==> config.mk <==
export PLATFORM = sky130hd
export DESIGN_NAME = hm_rx_deframer
export DESIGN_NICKNAME = d
export VERILOG_FILES = /design/src/rtl/hm_pkg.sv /design/src/rtl/hm_sync_detect.sv /design/src/rtl/hm_rx_deframer.sv
export SDC_FILE = /design/constraint.sdc
export NUM_CORES = 1
export LEC_CHECK = 0
export ABC_AREA = 1
export CAP_MARGIN = 20
export CORE_MARGIN = 2
export CORE_UTILIZATION = 45
export DETAILED_ROUTE_END_ITERATION = 8
export DONT_BUFFER_PORTS = 1
export PLACE_DENSITY = 0.7
export SLEW_MARGIN = 20
export SYNTH_ARGS = -nofsm -noshare
export SYNTH_HDL_FRONTEND = slang
export SYNTH_SLANG_ARGS = --single-unit
==> constraint.sdc <==
create_clock -name clk -period 3.1 [get_ports clk]
set_input_delay 0.93 -clock clk [delete_from_list [all_inputs] [get_ports clk]]
set_output_delay 0.93 -clock clk [all_outputs]
set_load 0.005 [all_outputs]
==> src/rtl/hm_pkg.sv <==
// hm_pkg: widths and receive state shared by the Hamming(7,4) encoder, decoder and deframer.
package hm_pkg;
    localparam int unsigned CW_W   = 7;
    localparam int unsigned INFO_W = 4;
    typedef enum logic {HUNT, RECV} state_e;
endpackage

==> src/rtl/hm_sync_detect.sv <==
// hm_sync_detect: sync-word shift register with a match flag on the value being shifted in.
module hm_sync_detect #(
    parameter int unsigned         SYNC_LEN  = 8,
    parameter logic [SYNC_LEN-1:0] SYNC_WORD = 8'hA5
) (
    input  logic clk,
    input  logic rst_n,
    input  logic clr,
    input  logic shift,
    input  logic bit_in,
    output logic hit
);
    logic [SYNC_LEN-1:0] sr_q, sr_d;
    assign sr_d = {sr_q[SYNC_LEN-2:0], bit_in};
    assign hit  = shift && !clr && (sr_d == SYNC_WORD);
    always_ff @(posedge clk or negedge rst_n) begin
        if (!rst_n) sr_q <= '0;
        else if (clr) sr_q <= '0;
        else if (shift) sr_q <= sr_d;
    end
endmodule

==> src/rtl/hm_rx_deframer.sv <==
// hm_rx_deframer: hunts a sync word, then deframes 7-bit codewords into a valid/ready holding register.
module hm_rx_deframer
    import hm_pkg::*;
#(
    parameter int unsigned         SYNC_LEN    = 8,
    parameter logic [SYNC_LEN-1:0] SYNC_WORD   = 8'hA5,
    parameter int unsigned         FRAME_WORDS = 4
) (
    input  logic            clk,
    input  logic            rst_n,
    input  logic            bit_in,
    input  logic            bit_valid,
    input  logic            resync,
    output logic [CW_W-1:0] cw_out,
    output logic            cw_valid,
    input  logic            cw_ready,
    output logic            cw_sof,
    output logic            locked,
    output logic            overflow,
    output logic [7:0]      frame_cnt
);
    state_e          state_q;
    logic [2:0]      bit_idx_q;
    logic [7:0]      word_idx_q;
    logic [CW_W-2:0] asm_q;
    logic [CW_W-1:0] cw_q;
    logic            cw_valid_q, cw_sof_q, overflow_q;
    logic [7:0]      frame_cnt_q;
    logic            rx_bit, word_done, load, last_word, sync_clr, hit;

    assign rx_bit    = (state_q == RECV) && bit_valid && !resync;
    assign word_done = rx_bit && (bit_idx_q == 3'd6);
    // A consumer taking the held word this cycle frees the slot for the word completing now.
    assign load      = word_done && (!cw_valid_q || cw_ready);
    assign last_word = word_idx_q == 8'(FRAME_WORDS - 1);
    assign sync_clr  = resync || (word_done && last_word);

    hm_sync_detect #(.SYNC_LEN(SYNC_LEN), .SYNC_WORD(SYNC_WORD)) u_sync (
        .clk   (clk),
        .rst_n (rst_n),
        .clr   (sync_clr),
        .shift ((state_q == HUNT) && bit_valid),
        .bit_in(bit_in),
        .hit   (hit)
    );

    always_ff @(posedge clk or negedge rst_n) begin
        if (!rst_n) begin
            state_q     <= HUNT;
            bit_idx_q   <= '0;
            word_idx_q  <= '0;
            asm_q       <= '0;
            cw_q        <= '0;
            cw_valid_q  <= 1'b0;
            cw_sof_q    <= 1'b0;
            overflow_q  <= 1'b0;
            frame_cnt_q <= '0;
        end else begin
            overflow_q <= word_done && !load;
            if (load) begin
                cw_q       <= {bit_in, asm_q};
                cw_sof_q   <= word_idx_q == '0;
                cw_valid_q <= 1'b1;
            end else if (cw_ready) begin
                cw_valid_q <= 1'b0;
            end
            if (resync) begin
                state_q    <= HUNT;
                bit_idx_q  <= '0;
                word_idx_q <= '0;
            end else if (state_q == HUNT) begin
                if (hit) begin
                    state_q    <= RECV;
                    bit_idx_q  <= '0;
                    word_idx_q <= '0;
                end
            end else if (bit_valid) begin
                // Bits arrive LSB first, so shifting right leaves bit 0 at asm_q[0] after six bits.
                asm_q <= {bit_in, asm_q[CW_W-2:1]};
                if (bit_idx_q == 3'd6) begin
                    bit_idx_q  <= '0;
                    word_idx_q <= word_idx_q + 8'd1;
                    if (last_word) begin
                        frame_cnt_q <= frame_cnt_q + 8'd1;
                        state_q     <= HUNT;
                        word_idx_q  <= '0;
                    end
                end else begin
                    bit_idx_q <= bit_idx_q + 3'd1;
                end
            end
        end
    end

    assign cw_out    = cw_q;
    assign cw_valid  = cw_valid_q;
    assign cw_sof    = cw_sof_q;
    assign locked    = state_q == RECV;
    assign overflow  = overflow_q;
    assign frame_cnt = frame_cnt_q;
endmodule
### Word level (Yosys, flattened, before mapping)

Cells that the tools add are included.

* add/sub/neg operators: 3
* eq/ne operators: 5
* mux-type cells: 21
* bitwise operators: 2
* reductions and logical operators: 23

Operator list (count)
* two-way mux 8 bit: 6
* adder 8 x 1 -> 8 bit (second input constant): 2
* two-way mux 3 bit: 5
* two-way mux 7 bit: 2
* logical AND 1 bit: 9
* equality test 8 x 2 -> 1 bit (second input constant): 1
* equality test 8 bit (second input constant): 1
* logical NOT 8 bit: 1
* two-way mux 1 bit: 8
* AND reduction 3 bit: 2
* AND reduction 5 bit: 1
* logical NOT 1 bit: 4
* nonzero test 2 bit: 2
* adder 3 x 1 -> 3 bit (second input constant): 1
* equality test 3 bit (second input constant): 1
* inequality test 3 x 2 -> 1 bit (second input constant): 1
* inequality test 3 bit (second input constant): 1
* nonzero test 3 bit: 1
* logical OR 1 bit: 2
* NOT 1 bit: 2
* AND reduction 2 bit: 1

* bits in registers: 43
* bits of input ports: 6
* word-level logic and storage cells: 64

### Logic depth before layout (Yosys ltp)

Gate-level depths: netlist of run 1.

* depth after elaboration: 11
* gate-level depth with buffers: 9
* depth with buffers taken out: 9

### Cells and area by module

A second synthesis of run 1 with hierarchy kept.

* cells, all modules: 267
* area, all modules: 2230.9 µm²

By module, submodules not included
* hm_rx_deframer: instances 1, cells each 233, area each 1919.3 µm²
* hm_sync_detect: instances 1, cells each 34, area each 311.5 µm²

### Worst setup path before layout of run 1

No wires, ideal clock.

* path kind: input to register
* start point: input port bit_valid
* end point: register word_idx_q[2]
* arrival: 1672 ps
* slack: 1312 ps
* cell stages on the path: 7
* buffers on the path: 0
* cell sequence: inv_1 nor3_4 nand3_4 nand2_2 nand2_2 nand2_1 nand2_1

* longest elaborated chain between the ends: 10
* elaborated cells between the ends (all ways): 12

RTL lines
* start, declared: line hm_rx_deframer.sv:12 `input logic bit_valid,`
* logical AND 1 bit (2 in series): line hm_rx_deframer.sv:31 `assign rx_bit = (state_q == RECV) && bit_valid && !resync;`
* logical AND 1 bit: line hm_rx_deframer.sv:32 `assign word_done = rx_bit && (bit_idx_q == 3'd6);`
* logical AND 1 bit: line hm_rx_deframer.sv:36 `assign sync_clr = resync || (word_done && last_word);`
* logical OR 1 bit: line hm_rx_deframer.sv:36
* logical NOT 1 bit: line hm_sync_detect.sv:15 `assign hit = shift && !clr && (sr_d == SYNC_WORD);`
* logical AND 1 bit (2 in series): line hm_sync_detect.sv:15
* nonzero test 3 bit (no line)
* AND reduction 3 bit (no line) *
* end signal, assigned: line hm_rx_deframer.sv:82 `word_idx_q <= word_idx_q + 8'd1;`
* end, declared: line hm_rx_deframer.sv:24 `logic [7:0] word_idx_q;`

Mark *: on every way between the ends. The rest lies on a longest branch, timed or not.
A chain may end at the register's enable or synchronous reset.

### Worst setup path in the final report of run 1

* start point: register state_q (netlist: locked)
* end point: output port locked

RTL lines
* start, declared: line hm_rx_deframer.sv:22 `state_e state_q;`
* start signal, assigned: line hm_rx_deframer.sv:49 `state_q <= HUNT;`
* start signal, assigned: line hm_rx_deframer.sv:68 `state_q <= HUNT;`
* start signal, assigned: line hm_rx_deframer.sv:73 `state_q <= RECV;`
* end, declared: line hm_rx_deframer.sv:18 `output logic locked,`

No word-level cell between the ends.

==> impl_metrics.csv, run 1 <==
group,metric,value,unit
yosys,syn_inst,280,
route,routed_wire_length_per_instance,11.4,um
setup_path,worst-endpoint-required,2.17,ns
place,port_buffers,0,
clock_tree,ctsRootBufferMaster,"sky130_fd_sc_hd__clkbuf_8",
grt,globalRouteOverflowTotal,0,
timing,min_cycle_time_layout,1.76,ns
yosys,synthesis.nets,289,
clock_tree,ctsHtreeMaxLevel,2,
run_status,status,"finished clean",
clock_tree,cts_buffers,5,
clock_tree,cts.reportedPaths.clkPinSlew,0.08,ns
clock_tree,tritoncts_num_sinks,43,
die,number_of_placed_i_o_pins,25,
grt,grt_util_all_layers,0.165,
setup_path,crit_path_start_kind,"register",
cells_and_area,flow.area_growth_from_synthesis,7.51,%
grt,initial_antenna_violation_count,0,
power_and_ir_drop,power_density,399,nW/um^2
die,core.rowCount,25,
timing,final.setup.worst_slack,1.34,ns
route,routed_via_density,4.74,
clock_tree,clk_latency,0.30,ns
setup_path,end_kind,"output port",
place,dp_hpwl,2890,um
timing,timing_max_transition_violations_final,0,
timing,worst_clock_skew,0.00693,ns
timing,worstMarginPinSlew,0.357,ns
cells_and_area,antenna_cells_inserted,0,
grt,grt_pass1_wl,7060,um
cells_and_area,post-route-util,0.510,
timing,slew_headroom,0.761,
place,detailed_place.area,2350,sq um
yosys,seq_area_frac_synth,0.471,
cells_and_area,layout_common_cells,"sky130_fd_sc_hd__nand2_1, sky130_fd_sc_hd__inv_1, sky130_fd_sc_hd__dfrtp_1",
place,placedCellCount,345,
cells_and_area,nNetsFinal,294,
die,start_util,0.474,
cells_and_area,final_standard_cell_area_without_fillers,2450,sq um
clock_tree,clk_path_buf_depth,2,
power_and_ir_drop,worst_ir_drop_vdd,0.000193,V
cells_and_area,post_route_cells_drive_above_1_share,0.129,
timing,hold_violations,0,
setup_path,critical_path_class,"register to output port",
timing,totalNegativeSetupSlack,0,ns
route,detail_route.wirelength,4020,um
clock_tree,cts_tree,"done",
route,drc,0,
grt,grt_start_max_net_pins,44,
clock_tree,cts_resized,0,
timing,final.period_utilization,0.569,
hold_path,min_path_type,"primary input to asynchronous set/reset pin",
setup_path,cp_data_arrival_time,0.83,ns
route,drtAntennaViolNets,0,
cells_and_area,mostFrequentLayoutCell,"sky130_fd_sc_hd__nand2_1",
timing,rsz_0062_raised_after_global_routing,"no",
yosys,avgSynthCellArea,8.16,sq um
die,design.die.area,5660,sq um
die,core-area,4820,sq um
yosys,yosys_warnings,0,
place,dp_slack,1.15,ns
die,chipWidth,75.2,um
die,die_h,75.2,um
route,dr.first_iter.drc_count,75,
timing,maximum_clock_rate,567,MHz
grt,grt_pass1_vias,1664,
cells_and_area,stdcell_count,353,
yosys,synthDistinctLibCells,29,
timing,setup-violations-final,0,
clock_tree,cts-hold-fix-buffers,0,
clock_tree,post_cts_buffers,0,
place,gp_congestion,0.748,
route,first_pass_iters,4,
timing,fin_hold_ws,0.320,ns
setup_path,path_max_fanout,8,
power_and_ir_drop,total_power,0.980,mW
run,max-cap-violations,0,
power_and_ir_drop,power_leakage,1.21,nW
yosys,yosys_register_bits,43,
route,vias,1673,
yosys,syn_std_cell_area,2280,sq um
## cells by family (layout without fill, tap and decap cells)
family	count (synthesis)	after routing	synth area share
fa+ha+maj	3	3	0.0164
xor+xnor	6	6	0.0263
simple gates	147	147	0.304
buf+inv	50	56	0.0860
compound gates	31	31	0.0964
flops	43	43	0.471
## path summary, 6_finish.rpt
check / cells after the start / from / slack, ns / end
setup / recovery: 0 / locked / 1.34 / locked
hold / removal: 0 / rst_n / 0.32 / bit_idx_q[1]
setup reg to reg: 5 / word_idx_q[0] / 1.46 / frame_cnt[6]
hold reg to reg: 2 / u_sync.sr_q[0] / 0.49 / u_sync.sr_q[1]
max in group asynchronous: 0 / rst_n / 2.69 / frame_cnt[3]
min in group clk: 2 / u_sync.sr_q[0] / 0.49 / u_sync.sr_q[1]
## where the power goes
part	switching, mW	leakage [nW]	internal [mW]
registers	0.000777	0.590	0.562
logic	0.0149	0.566	0.00571
clock network	0.194	0.0505	0.203
## layer usage
layer | up-vias | share of wire | wire [um] | track usage
met5 | - | 0 | 0 | 0
met4 | 0 | 0.016 | 63 | 0.0741
met3 | 5 | 0.047 | 188 | 0.0402
met2 | 35 | 0.48 | 1950 | 0.274
met1 | 758 | 0.45 | 1820 | 0.202
li1 | 875 | - | - | -
## area by class of cell
class / count / area, sq um
inverters: 48 / 180
well taps: 67 / 83.8
clock inverters: 1 / 7.51
clock buffers: 7 / 96.3
flip-flops and latches: 43 / 1080
fillers: 496 / 2360
multi-input cells: 187 / 1010
## sequential cells by signal, indices dropped and copies added (netlist names)
signal,cells
frame_cnt,8
bit_idx_q,3
u_sync.sr_q,7
overflow,1
asm_q,6
locked,1
cw_valid,1
cw_out,7
cw_sof,1
word_idx_q,8
## Yosys cell counts, drive strengths merged
library cell | n | area, sq um
nand2 | 95 | 384
inv | 46 | 173
dfrtp | 43 | 1080
o21ai | 28 | 189
nor2 | 27 | 128
nand3 | 14 | 100
nand4 | 7 | 43.8
xor2 | 4 | 42.6
ha | 3 | 37.5
buf | 2 | 16.3
clkinv | 2 | 7.51
nand3b | 2 | 15.0
o21bai | 2 | 15.0
xnor2 | 2 | 17.5
a21oi | 1 | 16.3
nor3 | 1 | 16.3
or2 | 1 | 6.26
Note: power is estimated with default switching activity, not from simulation.
==> inputs of run 2 (changes only) <==
==> constraint.sdc (replaced) <==
create_clock -name clk -period 1.8 [get_ports clk]
set_input_delay 0.54 -clock clk [delete_from_list [all_inputs] [get_ports clk]]
set_output_delay 0.54 -clock clk [all_outputs]
set_load 0.005 [all_outputs]
==> impl_metrics.csv, run 2 (synthesis results as in run 1) <==
group,metric,value,unit
route,drtAntennaViolNets,0,
timing,timing_max_transition_violations_final,0,
timing,fin_hold_ws,0.0834,ns
route,dr.first_iter.drc_count,97,
route,vias,1670,
setup_path,crit_path_start,"word_idx_q[0]",
timing,worst_clock_skew,0.00617,ns
grt,initial_antenna_violation_count,0,
route,routed_via_density,4.69,
place,dp_hpwl,2840,um
setup_path,worst-endpoint-required,1.98,ns
die,core.rowCount,25,
timing,maximum_clock_rate,634,MHz
clock_tree,cts_tree,"done",
cells_and_area,nNetsFinal,297,
hold_path,min_path_type,"primary input to asynchronous set/reset pin",
cells_and_area,post_route_cells_drive_above_1_share,0.138,
timing,hold_violations,0,
grt,grt_pass1_vias,1614,
route,detail_route.wirelength,4000,um
clock_tree,clk_latency,0.29,ns
place,gp_congestion,0.810,
cells_and_area,layout_common_cells,"sky130_fd_sc_hd__nand2_1, sky130_fd_sc_hd__inv_1, sky130_fd_sc_hd__dfrtp_1",
grt,grt_util_all_layers,0.166,
die,chipWidth,75.2,um
setup_path,cp_cell_sequence,"ha_1 -> nand3_1 -> nor2_2 -> nand4_1 -> buf_4 -> nand2_1 -> o21ai_0",
timing,setup-violations-final,0,
power_and_ir_drop,total_power,1.78,mW
power_and_ir_drop,power_density,714,nW/um^2
die,start_util,0.474,
timing,final.period_utilization,0.876,
grt,grt_pass1_wl,7220,um
place,placedCellCount,346,
clock_tree,ctsHtreeMaxLevel,2,
cells_and_area,flow.area_growth_from_synthesis,9.42,%
setup_path,path_max_fanout,8,
clock_tree,ctsRootBufferMaster,"sky130_fd_sc_hd__clkbuf_8",
clock_tree,cts_buffers,5,
clock_tree,tritoncts_num_sinks,43,
timing,slew_headroom,0.777,
timing,min_cycle_time_layout,1.58,ns
cells_and_area,seq_area,1080,sq um
power_and_ir_drop,power_leakage,1.23,nW
die,die_h,75.2,um
cells_and_area,final_standard_cell_area_without_fillers,2500,sq um
setup_path,critical-path-max-stage-delay,0.43,ns
die,design.die.area,5660,sq um
route,drc,0,
setup_path,critPathSlowestCell,"sky130_fd_sc_hd__dfrtp_1",
run,max-cap-violations,0,
cells_and_area,post-route-util,0.519,
timing,final.setup.worst_slack,0.222,ns
setup_path,regToRegStartpoint,"word_idx_q[0]",
setup_path,path_delay_family,"simple AND/OR/NAND/NOR gates",
grt,globalRouteOverflowTotal,0,
power_and_ir_drop,worst_ir_drop_vdd,0.000318,V
setup_path,cp_data_arrival_time,1.76,ns
timing,totalNegativeSetupSlack,0,ns
setup_path,end_kind,"register",
timing,rsz_0062_raised_after_global_routing,"no",
cells_and_area,multi_input_area,1010,sq um
cells_and_area,mostFrequentLayoutCell,"sky130_fd_sc_hd__nand2_1",
place,dp_slack,0.138,ns
clock_tree,clk_path_buf_depth,2,
die,core-area,4820,sq um
setup_path,critical_path_class,"register to register",
grt,grt_start_max_net_pins,44,
place,port_buffers,0,
cells_and_area,antenna_cells_inserted,0,
cells_and_area,nFillCells,463,
setup_path,crit_path_start_kind,"register",
route,first_pass_iters,4,
setup_path,critical_path.n_buffers_inverters,1,
cells_and_area,stdcell_count,356,
run_status,status,"finished clean",
die,number_of_placed_i_o_pins,25,
route,routed_wire_length_per_instance,11.2,um
clock_tree,cts_resized,0,
timing,worstMarginPinSlew,0.334,ns
place,detailed_place.area,2360,sq um
clock_tree,cts.reportedPaths.clkPinSlew,0.08,ns
==> run 2: final timing paths <==
check                      depth (start not counted)  slack (ns)        endpoint
max in group asynchronous                          1        1.51   word_idx_q[2]
max reg2reg                                        7        0.22    frame_cnt[5]
max                                                7        0.22    frame_cnt[5]
min                                                1        0.08  u_sync.sr_q[1]
min reg2reg                                        2        0.49  u_sync.sr_q[6]
min in group clk                                   2        0.38  u_sync.sr_q[0]
==> run 2: per-layer routing <==
| metal | GRT usage | up-vias | share of wire |
|---|---|---|---|
| met2 | 0.279 | 27 | 0.47 |
| met1 | 0.211 | 762 | 0.47 |
| met3 | 0.0442 | 5 | 0.039 |
| li1 | - | 876 | - |
| met4 | 0.0507 | 0 | 0.013 |
| met5 | 0 | - | 0 |
==> run 2: area by class of cell <==
type | count | area share
flip-flops and latches | 43 | 0.431
clock buffers | 5 | 0.0275
clock inverters | 3 | 0.0175
well taps | 67 | 0.0336
inverters | 48 | 0.0721
multi-input cells | 187 | 0.405
repair buffers | 3 | 0.0140
==> run 2: what timing repair did <==
action,CTS,global route
endpoints found under the hold margin,43,0
hold buffers,1,0
setup buffers,0,1
setup endpoints to repair,0,4
==> run 2: report_power, final <==
group          total (mW)  internal [mW]  switching, mW
Combinational      0.0599         0.0159         0.0441
Sequential          0.969          0.968        0.00148
Clock               0.755          0.413          0.342
Total                1.78           1.40          0.388
